[src/rtl/lcv_mul_seq.sv]
// Multi-cycle WxW->2W multiplier: one (W/2+1)x(W/2+1) signed multiply stage
// time-shared over four partial products, accumulated into a 2W-bit result.
module lcv_mul_seq #(
  parameter int WIDTH = 32
) (
  input  logic                 clk,
  input  logic                 rst,
  input  logic                 inp_valid,
  output logic                 inp_ready,
  input  logic [WIDTH-1:0]     inp_a,
  input  logic [WIDTH-1:0]     inp_b,
  input  logic                 inp_signed,
  output logic                 outp_valid,
  input  logic                 outp_ready,
  output logic [2*WIDTH-1:0]   outp_prod,
  output logic                 outp_busy
);

  localparam int unsigned W  = WIDTH;
  localparam int unsigned H  = W / 2;
  localparam int unsigned PW = W + 2;
  localparam int unsigned SW = $clog2(W) + 1;

  typedef enum logic [1:0] {IDLE, ISSUE, DRAIN, DONE} state_t;

  state_t                state, state_nxt;
  logic [1:0]            cnt;
  logic [W-1:0]          a_reg, b_reg;
  logic                  sgn_reg;
  logic signed [PW-1:0]  pp_reg;
  logic [SW-1:0]         pp_shift;
  logic                  pp_vld;
  logic [2*W-1:0]        acc;

  logic                  accept_c;
  logic signed [H:0]     a_lo_c, a_hi_c, b_lo_c, b_hi_c;
  logic signed [H:0]     op_x_c, op_y_c;
  logic signed [PW-1:0]  prod_c;
  logic [SW-1:0]         shift_c;
  logic [2*W-1:0]        pp_ext_c;

  // Next-state logic
  always_comb begin
    state_nxt = state;
    accept_c  = 1'b0;
    case (state)
      IDLE: begin
        accept_c = inp_valid;
        if (inp_valid) state_nxt = ISSUE;
      end
      ISSUE: if (cnt == 2'd3) state_nxt = DRAIN;
      DRAIN: state_nxt = DONE;
      DONE:  if (outp_ready) state_nxt = IDLE;
      default: state_nxt = IDLE;
    endcase
  end

  // Operand split: low halves always unsigned, high halves follow the mode
  always_comb begin
    a_lo_c = {1'b0, a_reg[H-1:0]};
    b_lo_c = {1'b0, b_reg[H-1:0]};
    a_hi_c = {sgn_reg & a_reg[W-1], a_reg[W-1:H]};
    b_hi_c = {sgn_reg & b_reg[W-1], b_reg[W-1:H]};
    op_x_c = cnt[1] ? a_hi_c : a_lo_c;
    op_y_c = cnt[0] ? b_hi_c : b_lo_c;
    prod_c = PW'(op_x_c) * PW'(op_y_c);
    case (cnt)
      2'd0:    shift_c = '0;
      2'd3:    shift_c = SW'(W);
      default: shift_c = SW'(H);
    endcase
    pp_ext_c = {{(2*W-PW){pp_reg[PW-1]}}, pp_reg};
  end

  always_ff @(posedge clk or posedge rst) begin
    if (rst) begin
      state      <= IDLE;
      cnt        <= '0;
      a_reg      <= '0;
      b_reg      <= '0;
      sgn_reg    <= 1'b0;
      pp_reg     <= '0;
      pp_shift   <= '0;
      pp_vld     <= 1'b0;
      acc        <= '0;
      inp_ready  <= 1'b1;
      outp_valid <= 1'b0;
      outp_busy  <= 1'b0;
    end else begin
      state      <= state_nxt;
      inp_ready  <= (state_nxt == IDLE);
      outp_valid <= (state_nxt == DONE);
      outp_busy  <= (state_nxt != IDLE);

      pp_reg   <= prod_c;
      pp_shift <= shift_c;
      pp_vld   <= (state == ISSUE);

      if (state == ISSUE) cnt <= cnt + 2'd1;

      if (accept_c) begin
        a_reg   <= inp_a;
        b_reg   <= inp_b;
        sgn_reg <= inp_signed;
        cnt     <= '0;
        acc     <= '0;
      end else if (pp_vld) begin
        acc <= acc + (pp_ext_c << pp_shift);
      end
    end
  end

  // Accumulator is visible directly; consumers qualify it with outp_valid
  assign outp_prod = acc;

endmodule

[config.mk]
export PLATFORM = sky130hd
export DESIGN_NAME = lcv_mul_seq
export DESIGN_NICKNAME = d
export VERILOG_FILES = /design/src/rtl/lcv_mul_seq.sv
export SDC_FILE = /design/constraint.sdc
export NUM_CORES = 1
export LEC_CHECK = 0
export ABC_AREA = 1
export CORE_ASPECT_RATIO = 0.6
export CORE_MARGIN = 5
export CORE_UTILIZATION = 64
export CTS_BUF_LIST = sky130_fd_sc_hd__clkbuf_8
export DETAILED_ROUTE_END_ITERATION = 12
export PLACE_DENSITY = 0.84
export SLEW_MARGIN = 10
export SYNTH_ARGS = -nofsm -noshare
export SYNTH_HDL_FRONTEND = slang
export SYNTH_SLANG_ARGS = --single-unit
export TNS_END_PERCENT = 50
[constraint.sdc]
create_clock -name clk -period 7.1 [get_ports clk]
set_input_delay 0.71 -clock clk [delete_from_list [all_inputs] [get_ports clk]]
set_output_delay 0.71 -clock clk [all_outputs]
set_load 0.05 [all_outputs]
==> results of run 1 <==
==> area by class of cell <==
class	count	area share
Timing Repair Buffer	196	0.0685
Antenna cell	7	0.000664
Clock inverter	15	0.00683
Sequential cell	173	0.164
Clock buffer	17	0.00886
Multi-Input combinational cell	2411	0.625
Tap cell	504	0.0239
Inverter	719	0.102
==> per-stage QoR <==
step | worst slack, ps | hold slack, ps | cell area [um^2]
4_1_cts | 32.1 | 493 | 26400
3_5_place_dp | 87.7 | 461 | 25900
3_3_place_gp | 143 | 452 | 25900
5_1_grt | -13.6 | 528 | 26400
6_report | 30.6 | 491 | 26400
2_1_floorplan | 1360 | 442 | 23800
==> synthesized netlist by cell type (2+ instances only) <==
| cell type | number |
|---|---|
| inv_1 | 708 |
| o21ai_2 | 10 |
| nor2_2 | 25 |
| ha_1 | 148 |
| nor4_1 | 3 |
| o21ai_1 | 15 |
| nand3_2 | 5 |
| and2_1 | 3 |
| clkinv_1 | 10 |
| o21a_1 | 2 |
| or2_2 | 2 |
| nand2_1 | 1108 |
| buf_2 | 42 |
| a21oi_2 | 2 |
| fa_1 | 298 |
| o21ai_0 | 113 |
| nor2_1 | 280 |
| xor2_1 | 22 |
| nor3_1 | 14 |
| nand4_1 | 28 |
| o21bai_1 | 9 |
| a22o_1 | 3 |
| buf_4 | 2 |
| nand3_1 | 110 |
| a21oi_1 | 112 |
| mux2i_1 | 16 |
| nand2_2 | 27 |
| nor4_2 | 3 |
| clkbuf_1 | 23 |
| xnor2_1 | 16 |
| dfrtp_1 | 172 |
| and3_1 | 7 |
| a21o_1 | 6 |
| buf_1 | 4 |
| a22oi_1 | 17 |
==> worst paths after layout <==
kind                            from             to  slack (ps)  cells past startpoint
hold reg to reg            b_reg[13]      b_reg[13]         490                      2
hold / removal             b_reg[13]      b_reg[13]         490                      2
setup reg to reg              cnt[1]     pp_reg[17]          30                     19
max in group asynchronous        rst     pp_reg[21]        4750                      3
setup / recovery              cnt[1]     pp_reg[17]          30                     19
min in group asynchronous        rst  outp_prod[14]         820                      2
==> tightest hold or removal path, stage by stage, from the launching register on <==
cell,delay [ps]
dfrtp_1,360
nand2_1,50
nand2_1,60
==> layer usage <==
| metal | wire [um] | up-vias |
|---|---|---|
| met5 | 142 | - |
| met4 | 2890 | 8 |
| met3 | 21300 | 311 |
| met2 | 32800 | 2093 |
| met1 | 36100 | 11400 |
| li1 | - | 10400 |
==> kinds of logic after synthesis <==
kind of cell / after synthesis
xor gates and xnor gates: 38
buffers and inverters: 790
adders and majority gates: 446
DFF: 173
AOI/OAI and AO/OA: 293
muxes: 16
and+or+nand+nor: 1618
==> results.toml, run 1 <==
[run_status]
run_status = "completed"

[sta]
setup_viol_count_final = 0
skew_ps = 35.4
worst_pin_slew_ps = 1050
rsz0062_at_grt = "yes"
fin_crit_ps = 7070
period_share = 0.996
fmax_mhz = 141
slew_viol_final = 0
relSlewSlack = 0.301
hold_viol_final = 0
fin_setup_tns_ps = 0

[synth]
synth_top_family_by_area = "adder cells"
yosysTopAreaCell = "fa_1"
synth_area_um2 = 23800
synth-async-reset-ratio = 1.00
ys_seq_area_frac = 0.182
synth_xor_area_frac = 0.0140
synth_top_area_frac = 0.250
ys_ff_latch = 173
synthAdderAreaFrac = 0.328
synthesis.instances = 3374
yosys.area_share.simple = 0.275
synth.net_count = 3889
ys_warn_count = 0
synth_cell_types = 44
synthTopCellsByArea = "fa_1, dfrtp_1, nand2_1"
synth_flop_cell = "dfrtp_1"
synth_mux_area_frac = 0.00672
synth_compound_area_frac = 0.0680
synth_edf_count = 0
syn_area_per_cell_um2 = 7.06

[clock_network]
clk_latency_ps = 550
cts_hold_buf = 0
clockRootBuffer = "clkbuf_8"
cts_buffers = 17
cts_resized = 0
clk_pin_slew_ps = 130
post_cts_buffers = 0
clock_path_buffers = 2
clkSinkCount = 173
htreeDepth = 4
cts_tree = "done"

[grt]
grt_usage = 0.442
grtUsageMet2 = 0.520
use_met3 = 0.318
grt_max_degree = 109
grt_pass1_vias = 22900
busiest_layer = "met1"
antenna_found_initial = 4
use_met1 = 0.634
grt-ovfl-total = 0
grt_pass1_wl_mm = 137

[finish]
layout.nets = 4033
multiInputGateArea_um2 = 16500
mostFrequentLayoutCells = "nand2_1, inv_1, fa_1"
layout-drive-gt1-share = 0.0515
final_util = 0.722
register_area_um2 = 4330
fill_cells = 2867
final_common_cell = "nand2_1"
synthToLayoutAreaGrowth_pct = 10.8
largest_register_ffs = 64
final_cells = 4042

[hold_path]
hold_class = "flip-flop to flip-flop"

[critical_path]
critical_path_arrival_ps = 7460
crit_buf_inv = 4
critPathMaxFanout = 11
max_stage_delay_ps = 800
required_ps = 7490
slowest_stage = "o21ai_0"
worstSetupPathType = "flip-flop to flip-flop"
end_kind = "flip-flop"
cpMostUsedCell = "fa_1"
worst_setup_path_start_kind = "flip-flop"
crit_chain = "o21ai_0 > inv_1 > nand2_1 > fa_1 > fa_1 > fa_1 > inv_1 > fa_1 > fa_1 > inv_1 > fa_1 > inv_1 > ha_1 > nand2_1 > nor2_1 > nor3b_1 > nand2_1 > nand3_1 > xor2_1"
critPathTopFamily = "adder cells"

[die]
die_h_um = 159
boundaryPins = 136
die-area_um2 = 41300
floorplan.rows = 54
start_util = 0.652
core-area_um2 = 36600
chipWidth_um = 259

[route]
wirelength_mm = 93.2
drc = 0
wire_per_inst_um = 23.1
via_per_inst = 5.99
vias = 24200
ant_nets = 0
drt-initial-drc-count = 4185
first_pass_iters = 10

[placed_design]
dpl.hpwl_mm = 77.1
port_buffers = 135
gp_congestion = 1.16
dp_cells = 4003

[flow_run]
cap_violations = 0
Power of run 1 is left out: the tool's default activity adds up to more than one toggle a clock period on the data nets, which glitch-free logic cannot reach.
==> run 2: changes to the inputs <==
- CAP_MARGIN: default -> 10
==> results of run 2 <==
Same layout as run 1: the final DEF is identical, and so are final timing and power.
Power of run 2 is left out for the same reason.
